File: config.mk
export PLATFORM = sky130hd
export DESIGN_NAME = led_flow_module
export DESIGN_NICKNAME = d
export VERILOG_FILES = /design/src/rtl/led_flow_pkg.sv /design/src/rtl/led_flow_module_step_timebase.sv /design/src/rtl/led_flow_module.sv
export SDC_FILE = /design/constraint.sdc
export NUM_CORES = 1
export LEC_CHECK = 0
export BUFFER_PORTS_ARGS = -buffer_cell sky130_fd_sc_hd__buf_2
export CORE_UTILIZATION = 45
export CTS_BUF_LIST = sky130_fd_sc_hd__clkbuf_8
export DETAILED_ROUTE_END_ITERATION = 8
export PLACE_DENSITY = 0.73
export SYNTH_ARGS = -nofsm -noshare
export SYNTH_HDL_FRONTEND = slang
export SYNTH_SLANG_ARGS = --single-unit
File: constraint.sdc
create_clock -name CLK -period 1.95 [get_ports CLK]
set_input_delay 0 -clock CLK [delete_from_list [all_inputs] [get_ports CLK]]
set_output_delay 0 -clock CLK [all_outputs]
set_load 0.03 [all_outputs]
File: src/rtl/led_flow_pkg.sv
// led_flow_pkg
// Shared definitions for the flowing-LED sequencer:
//   - state_e     : FSM state encoding (IDLE / RUN / HOLD)
//   - MODE_WRAP / MODE_BOUNCE : values of the Mode input
//   - T_STEP_DEFAULT : default cycles per step (500 ms at 50 MHz)
package led_flow_pkg;

  typedef enum logic [1:0] {
    S_IDLE = 2'd0,
    S_RUN  = 2'd1,
    S_HOLD = 2'd2
  } state_e;

  localparam logic MODE_WRAP   = 1'b0;
  localparam logic MODE_BOUNCE = 1'b1;

  localparam int unsigned T_STEP_DEFAULT = 25_000_000;

endpackage

File: src/rtl/led_flow_module_step_timebase.sv
// step_timebase
// Step period counter for the flowing-LED sequencer.
// Ports:
//   CLK  in  system clock, rising edge
//   RST  in  synchronous active-high reset
//   Run  in  count enable (RUN state with En high)
//   Clr  in  synchronous clear to 0, wins over Run
//   Tc   out terminal count: high in the cycle the counter is at T_STEP-1
//            while Run is high; the counter wraps to 0 on that edge
module step_timebase
  import led_flow_pkg::*;
#(
  parameter int unsigned T_STEP = T_STEP_DEFAULT,
  parameter int          CNT_W  = 25
) (
  input  logic CLK,
  input  logic RST,
  input  logic Run,
  input  logic Clr,
  output logic Tc
);

  logic [CNT_W-1:0] cnt_q, cnt_d;
  logic             at_end;

  assign at_end = (cnt_q == CNT_W'(T_STEP - 1));

  // With Run low the count is frozen, which is what lets HOLD resume
  // mid-period instead of restarting the step.
  always_comb begin
    cnt_d = cnt_q;
    if (Clr) begin
      cnt_d = '0;
    end else if (Run) begin
      cnt_d = at_end ? '0 : cnt_q + 1'b1;
    end
  end

  always_ff @(posedge CLK) begin
    if (RST) cnt_q <= '0;
    else     cnt_q <= cnt_d;
  end

  assign Tc = Run && !Clr && at_end;

endmodule

File: src/rtl/led_flow_module.sv
// led_flow_module
// Walks a single lit LED across LED_NUM outputs, one position per T_STEP
// cycles, in wrap or bounce patterns, with pause (HOLD) and Clear.
// Optional feature macro: LED_FLOW_TRAIL_EN -- also lights the previous
// position, giving a two-LED trail.
// Ports:
//   CLK, RST   clock, synchronous active-high reset
//   En         run enable; low pauses (RUN -> HOLD)
//   Clear      synchronous return to IDLE
//   Dir        0 = increasing, 1 = decreasing position
//   Mode       0 = wrap, 1 = bounce
//   LED_Out    registered active-high LED drive
//   Pos        current lit position
//   Step_Tick  one-cycle pulse, coincident with each new Pos
//   Busy       registered, high in RUN or HOLD
//   State_Dbg  current FSM state (state_e encoding)
module led_flow_module
  import led_flow_pkg::*;
#(
  parameter int          LED_NUM = 4,
  parameter int unsigned T_STEP  = T_STEP_DEFAULT,
  parameter int          CNT_W   = 25,
  parameter int          POS_W   = 2
) (
  input  logic               CLK,
  input  logic               RST,
  input  logic               En,
  input  logic               Clear,
  input  logic               Dir,
  input  logic               Mode,
  output logic [LED_NUM-1:0] LED_Out,
  output logic [POS_W-1:0]   Pos,
  output logic               Step_Tick,
  output logic               Busy,
  output logic [1:0]         State_Dbg
);

  localparam logic [POS_W-1:0] POS_MAX    = POS_W'(LED_NUM - 1);
  localparam logic [POS_W-1:0] POS_MAX_M1 = POS_W'(LED_NUM - 2);

  state_e             state_q, state_d;
  logic [POS_W-1:0]   pos_q, pos_d;
  logic               dir_q, dir_d;     // bounce direction flag, 1 = down
  logic               lmode_q, lmode_d; // Mode used at the last step/entry
  logic               tick_q, tick_d;
  logic               busy_q, busy_d;
  logic [LED_NUM-1:0] led_q, led_d;
  logic               eff_dir;
  logic               tc;
`ifdef LED_FLOW_TRAIL_EN
  logic [POS_W-1:0]   prev_q, prev_d;
`endif

  step_timebase #(
    .T_STEP (T_STEP),
    .CNT_W  (CNT_W)
  ) u_timebase (
    .CLK (CLK),
    .RST (RST),
    .Run ((state_q == S_RUN) && En && !Clear),
    .Clr (Clear || (state_q == S_IDLE)),
    .Tc  (tc)
  );

  always_comb begin
    state_d = state_q;
    pos_d   = pos_q;
    dir_d   = dir_q;
    lmode_d = lmode_q;
    tick_d  = 1'b0;
    eff_dir = dir_q;
`ifdef LED_FLOW_TRAIL_EN
    prev_d  = prev_q;
`endif
    if (Clear) begin
      state_d = S_IDLE;
      pos_d   = '0;
      dir_d   = 1'b0;
`ifdef LED_FLOW_TRAIL_EN
      prev_d  = '0;
`endif
    end else begin
      unique case (state_q)
        S_IDLE: begin
          if (En) begin
            state_d = S_RUN;
            pos_d   = Dir ? POS_MAX : '0;
            dir_d   = Dir;
            lmode_d = Mode;
`ifdef LED_FLOW_TRAIL_EN
            prev_d  = Dir ? POS_MAX : '0;
`endif
          end
        end
        S_RUN: begin
          // En low wins over a coincident terminal count.
          if (!En) begin
            state_d = S_HOLD;
          end else if (tc) begin
            tick_d  = 1'b1;
            lmode_d = Mode;
`ifdef LED_FLOW_TRAIL_EN
            prev_d  = pos_q;
`endif
            if (Mode == MODE_WRAP) begin
              dir_d = Dir;
              if (!Dir) pos_d = (pos_q == POS_MAX) ? '0 : pos_q + 1'b1;
              else      pos_d = (pos_q == '0) ? POS_MAX : pos_q - 1'b1;
            end else begin
              // Switching into bounce takes the direction from Dir once.
              eff_dir = (lmode_q == MODE_WRAP) ? Dir : dir_q;
              if (!eff_dir) begin
                if (pos_q == POS_MAX) begin
                  pos_d = POS_MAX_M1;
                  dir_d = 1'b1;
                end else begin
                  pos_d = pos_q + 1'b1;
                  dir_d = 1'b0;
                end
              end else begin
                if (pos_q == '0) begin
                  pos_d = POS_W'(1);
                  dir_d = 1'b0;
                end else begin
                  pos_d = pos_q - 1'b1;
                  dir_d = 1'b1;
                end
              end
            end
          end
        end
        S_HOLD: begin
          if (En) state_d = S_RUN;
        end
        default: state_d = S_IDLE;
      endcase
    end
    busy_d = (state_d != S_IDLE);
  end

  always_comb begin
    led_d = '0;
    for (int i = 0; i < LED_NUM; i++) begin
`ifdef LED_FLOW_TRAIL_EN
      led_d[i] = (state_d != S_IDLE) &&
                 ((pos_d == POS_W'(i)) || (prev_d == POS_W'(i)));
`else
      led_d[i] = (state_d != S_IDLE) && (pos_d == POS_W'(i));
`endif
    end
  end

  always_ff @(posedge CLK) begin
    if (RST) begin
      state_q <= S_IDLE;
      pos_q   <= '0;
      dir_q   <= 1'b0;
      lmode_q <= MODE_WRAP;
      tick_q  <= 1'b0;
      busy_q  <= 1'b0;
      led_q   <= '0;
`ifdef LED_FLOW_TRAIL_EN
      prev_q  <= '0;
`endif
    end else begin
      state_q <= state_d;
      pos_q   <= pos_d;
      dir_q   <= dir_d;
      lmode_q <= lmode_d;
      tick_q  <= tick_d;
      busy_q  <= busy_d;
      led_q   <= led_d;
`ifdef LED_FLOW_TRAIL_EN
      prev_q  <= prev_d;
`endif
    end
  end

  assign LED_Out   = led_q;
  assign Pos       = pos_q;
  assign Step_Tick = tick_q;
  assign Busy      = busy_q;
  assign State_Dbg = state_q;

endmodule

After elaboration in Yosys (flattened, before gate mapping)
Cells that the tools add are included.
{ "totals": {"latchBits": 0, "output_inout_bits": 10, "memories": 0, "romBits": 0, "word_cells": 78, "ff_bits": 37, "in_bits": 6, "ramBits": 0} }
{ "op_classes": {"magnitude_cmp": 0, "n_div": 0, "multipliers": 0, "bitwise_logic": 3, "add_sub_neg": 3, "shifts": 0, "muxes": 32, "n_eq_ne": 10, "reduce_logical": 22} }
{ "op_table": {"columns": ["operator", "n"], "rows": [
  ["$mux W2", 15],
  ["$add A25 B1 Y25 const B", 1],
  ["$eq A25 B25 Y1 const B", 1],
  ["$mux W25", 1],
  ["$mux W1", 12],
  ["$eq A2 B2 Y1 const B", 4],
  ["$logic_and A1 B1 Y1", 8],
  ["$pmux W2 S2", 2],
  ["$logic_not A2 Y1", 3],
  ["$ne A2 B2 Y1 const B", 3],
  ["$reduce_or A2 Y1", 3],
  ["$reduce_and A5 Y1", 1],
  ["$eq A2 B1 Y1 const B", 2],
  ["$pmux W1 S2", 2],
  ["$reduce_and A4 Y1", 1],
  ["$reduce_bool A2 Y1", 2],
  ["$reduce_or A4 Y1", 1],
  ["$not A1 Y1", 3],
  ["$add A2 B1 Y2 const B", 1],
  ["$logic_not A1 Y1", 2],
  ["$sub A2 B1 Y2 const B", 1],
  ["$logic_or A1 B1 Y1", 1]
]} }

Longest topological paths before layout
{ "logic_depth": {"depth_word": 11, "ltp_mapped": 9, "ltp_nobuf": 7} }

Cells and area by module
Synthesis repeated with hierarchy kept, for this count alone.
{ "unflattened": {"cells_unflattened": 213, "area_unflattened_um2": 1898.1} }
{ "by_module_without_submodules": {"columns": ["module", "area_per_inst_um2", "seq_area_each_um2", "n_inst", "cells_per_inst"], "rows": [
  ["step_timebase", 1226.2, 500.5, 1, 141],
  ["led_flow_module", 671.9, 240.2, 1, 72]
]} }

Worst setup path before layout
OpenSTA, ideal clock, no wires.
{ "synth_path": {"path_type": "register to register", "startpoint": "register state_q[0] (netlist: State_Dbg[0])", "endpoint": "register led_q[1] (netlist: LED_Out[1])", "t_required_ns": 1.870, "setup_time_ns": 0.080, "arrival_time_ns": 1.924, "path_stages_with_launch": 8, "synth_period_minus_slack_ns": 2.004, "path_buffers": 2, "path_slack_ns": -0.054, "cell_sequence": "dfxtp_1 buf_2 and4bb_1 buf_6 and3_1 a311oi_1 a211oi_1 nor3b_1"} }
{ "synth_via": {"elab_chain_cells": 11, "elab_cells_between_ends": 21, "classes_between": "eq/ne (3); mux (8); reduce/logical (10)"} }
{ "synth_lines": {"columns": ["item", "line", "rtl"], "rows": [
  ["from (decl)", "led_flow_module.sv:41", "state_e state_q, state_d;"],
  ["from (signal assigned)", "led_flow_module.sv:166", "state_q <= state_d;"],
  ["$eq A2 B1 Y1 / $logic_not A2 Y1 (equally long branches)", "led_flow_module.sv:60, led_flow_module.sv:83, led_flow_module.sv:61", null],
  ["$logic_and A1 B1 Y1 / $logic_or A1 B1 Y1 (equally long branches)", "led_flow_module.sv:60, led_flow_module.sv:61", null],
  ["$logic_and A1 B1 Y1 / $logic_not A1 Y1 (equally long branches)", "led_flow_module.sv:60, led_flow_module_step_timebase.sv:44", null],
  ["$logic_and A1 B1 Y1 (2 in series)", "led_flow_module_step_timebase.sv:44", "assign Tc = Run && !Clr && at_end;"],
  ["$mux W2", "led_flow_module.sv:99", "end else if (tc) begin"],
  ["$mux W2", "led_flow_module.sv:97", "if (!En) begin"],
  ["$pmux W2 S2", "led_flow_module.sv:83", "unique case (state_q)"],
  ["$mux W2", "led_flow_module.sv:75", "if (Clear) begin"],
  ["$eq A2 B1 Y1", "led_flow_module.sv:148", "led_d[i] = (state_d != S_IDLE) && (pos_d == POS_W'(i));"],
  ["$logic_and A1 B1 Y1 *", "led_flow_module.sv:148", null],
  ["to (signal assigned)", "led_flow_module.sv:172", "led_q <= led_d;"],
  ["to (decl)", "led_flow_module.sv:47", "logic [LED_NUM-1:0] led_q, led_d;"]
]} }
Mark *: on every way between the ends. The rest lies on a longest branch, timed or not.
A chain may end at the register's enable or synchronous reset.

Worst setup path after layout
{ "layout_path": {"startpoint": "register u_timebase.cnt_q[0]", "endpoint": "register u_timebase.cnt_q[23]"} }
{ "layout_via": {"elab_chain_cells": 2, "elab_cells_between_ends": 3, "classes_between": "add/sub (1); eq/ne (1); mux (1)"} }
{ "layout_lines": {"columns": ["item", "line", "rtl"], "rows": [
  ["from (decl)", "led_flow_module_step_timebase.sv:23", "logic [CNT_W-1:0] cnt_q, cnt_d;"],
  ["from (signal assigned)", "led_flow_module_step_timebase.sv:41", "else cnt_q <= cnt_d;"],
  ["$add A25 B1 Y25 / $eq A25 B25 Y1 (equally long branches)", "led_flow_module_step_timebase.sv:35, led_flow_module_step_timebase.sv:26", null],
  ["$mux W25 *", "led_flow_module_step_timebase.sv:35", "cnt_d = at_end ? '0 : cnt_q + 1'b1;"]
]} }
Marked as above.

==> results by group <==
STA
  – Final setup vio count: 0
  – Min cycle time layout: 1.79 ns
  – Setup TNS: 0 ns
  – Fin crit share: 92.0%
  – Clock Skew: 0.00543 ns
  – Final Hold Fails: 0
  – Slew headroom: 68.7%
  – RSZ-0062 raised after global routing: false
  – Fin. max-slew vios: 0
  – Worst Tran Pin Value: 0.465 ns
  – Fmax: between 0.5 and 0.6 GHz

Power
  – Internal power: about 0.0011 W
  – Sequential power share: 54.9%
  – Power Dens Cells: 640 nW/um^2
  – Clock group share of total power: 37.4%
  – Sw Pwr: 0.000340 W
  – Switching Share: 24.4%
  – Worst VDD drop: 0.000459 V
  – Leakage power: 0.809 nW
  – Combinational Power Share: 7.6%

Final layout
  – Commonest non-fill, non-tap cell in the layout: dfxtp_1
  – Final net count: 250
  – N_diodes: 0
  – Share of cells above drive strength 1: 21.2%
  – Commonest non-fill, non-tap cells in the layout: dfxtp_1 (35), nor2_1 (32), xnor2_1 (15), buf_2 (15), nand2_1 (14)
  – Fin util: 54.4%
  – Area Growth Syn to Fin: 16.9%
  – FILL cells: 374

Route
  – WL per Instance: 12.7 um
  – TritonRoute pass-1 iters: 4
  – Drc violations: 0
  – Starting DRT DRC Count: 104
  – ANT nets after route: 0
  – Total Wirelength: 3700 um
  – Drt via density: 5.26
  – Vias: 1531

Global routing
  – Total gr overflow: 0
  – Vias in the first global route: 1440
  – Gr usage total: 19.3%
  – First-pass GRT wire length: 6350 um
  – Pin count of the biggest net entering global routing: 26
  – Initial antenna violation count: 0

CTS
  – TritonCTS clock tree: built
  – Clk slew on worst S/H paths: 0.07 ns
  – Post-CTS Setup Repair Bufs: 0
  – H-tree Lvls: 2
  – Clock Path Buffers: 2
  – # clock sinks: 37
  – Total CTS buffers: 5
  – Root buffer cell: clkbuf_8
  – Clk Latency, worst-skew pair: 0.29 ns

Run status
  – Status: completed

Die
  – Core footprint: 4000 um^2
  – Die ar.: between 4000 and 5000 um^2
  – Cell row count: 23
  – Die H: between 60 and 70 um
  – Initial Util: 46.6%
  – IO Pins: 16
  – Die Width: 66.3 um

Run
  – Max-Cap Viols: 0

Min path
  – Hold Path Class: in2reg

Synth
  – Syn_area_per_cell: 8.91 um^2
  – Yosys warning count: 0
  – Post-Synthesis Cells: 209
  – Post-synth cell types: 39
  – Total nets after synthesis: 219
  – Synthesized flop and latch total: 37
  – Post-synthesis sequential area ratio: 39.8%
  – Synthesized area: 1860 um^2

Critical path
  – CP required: 2.18 ns
  – Signal arrival time at the worst endpoint: 2.02 ns
  – Setup CP Type: reg2reg
  – Worst-path fanout max: 25
  – CP endpoint kind: flip-flop
  – Worst setup SP type: flip-flop

Placement
  – Input/output buffers: 15
  – DP HPWL: 2590 um
  – Global placer's final weighted congestion: 0.788
-- Yosys cell counts --
master | count | share of area (%)
a211oi_1 | 4 | 1.6
a21boi_0 | 1 | 0.40
a21o_1 | 1 | 0.40
a21oi_1 | 3 | 0.81
a221oi_1 | 1 | 0.47
a311oi_1 | 2 | 0.94
and2_1 | 3 | 1.0
and3_1 | 9 | 3.0
and4_1 | 3 | 1.4
and4bb_1 | 1 | 0.67
buf_2 | 3 | 0.81
buf_6 | 4 | 2.4
dfxtp_1 | 37 | 40
ha_1 | 4 | 2.7
inv_1 | 6 | 1.2
mux2_2 | 3 | 1.8
mux2i_1 | 3 | 1.6
nand2_1 | 14 | 2.8
nand2b_1 | 2 | 0.67
nand3_1 | 9 | 2.4
nand3_4 | 1 | 0.94
nand4_1 | 7 | 2.4
nor2_1 | 32 | 6.4
nor2_2 | 1 | 0.34
nor2b_1 | 3 | 1.0
nor3_1 | 4 | 1.1
nor3_2 | 1 | 0.54
nor3b_1 | 3 | 1.2
nor4_1 | 5 | 1.7
nor4_2 | 1 | 0.67
nor4b_1 | 2 | 0.94
o21ai_0 | 4 | 1.1
o21ba_2 | 1 | 0.54
o22a_1 | 2 | 0.94
o31ai_1 | 2 | 0.81
or3_1 | 1 | 0.34
or4_1 | 1 | 0.40
xnor2_1 | 15 | 7.1
xor2_1 | 10 | 4.7
-- final timing paths --
| path | endpoint | slack, ns | startpoint | cells past startpoint |
|---|---|---|---|---|
| setup reg to reg | u_timebase.cnt_q[23] | 0.16 | u_timebase.cnt_q[0] | 7 |
| setup / recovery | u_timebase.cnt_q[23] | 0.16 | u_timebase.cnt_q[0] | 7 |
| hold reg to reg | dir_q | 0.47 | dir_q | 2 |
| hold / removal | dir_q | 0.12 | Clear | 4 |
-- power by group through the flow --
stage               logic (W)  clock network [W]  registers (W)
finish               0.000106           0.000522       0.000766
global route         0.000117           0.000570       0.000766
CTS                  0.000105           0.000541       0.000766
detailed placement   0.000102                  0       0.000783
global placement     0.000101                  0       0.000783
floorplan           0.0000550                  0       0.000798
-- state kept, by name, indices dropped and copies added (netlist names) --
register,cells
Step_Tick,1
State_Dbg,2
LED_Out,4
dir_q,1
Pos,2
u_timebase.cnt_q,25
lmode_q,1
Busy,1
-- what timing repair did --
item,CTS,global route
endpoints found under the setup margin,0,11
gates resized for setup,0,4
hold buffers,3,0
endpoints found under the hold margin,4,0
-- routing by layer --
metal,up-vias,wire [um],share of wire (%),track usage (%)
met3,8,164,4.4,6.21
met1,694,1800,49,22.9
li1,794,-,-,-
met5,-,0,0,0
met2,35,1660,45,31.8
met4,0,74,2.0,8.24
-- metrics by stage --
step           setup WS (ns)  area [um^2]  hold slack (ns)  total power (W)  std cells
6_report               0.155         2180            0.118          0.00139        291
5_1_grt               0.0201         2180            0.157          0.00145        291
4_1_cts                0.112         2170            0.115          0.00141        291
3_5_place_dp           0.129         2050            0.280         0.000885        280
3_3_place_gp           0.183         2050            0.276         0.000884        280
2_1_floorplan         0.0665         1880           0.0688         0.000853        209
-- cell type report --
class	instances	area (um^2)	area share [%]
multi-input combinational	159	1060	48.5
clock buffer	5	68.8	3.16
inverter	6	22.5	1.03
sequential	37	743	34.1
timing repair buffer	31	206	9.48
clock inverter	3	17.5	0.805
tap	50	62.6	2.87
-- critical path: stages, from the launching register on --
cell and delay [ns]:
dfxtp_1 0.33, ha_1 0.21, and2_1 0.22, nand3_4 0.10, nor3_2 0.05, or4_1 0.49
buf_6 0.20, a21oi_1 0.12
-- kinds of logic after synthesis --
group / Yosys count / synth area share (%)
xor gates and xnor gates: 25 / 11.8
AOI/OAI and AO/OA: 21 / 7.99
and+or+nand+nor: 103 / 30.0
DFF: 37 / 39.8
adders and majority gates: 4 / 2.69
muxes: 6 / 3.43
buffers and inverters: 13 / 4.43
No activity file was read; power rests on OpenSTA's default activity.
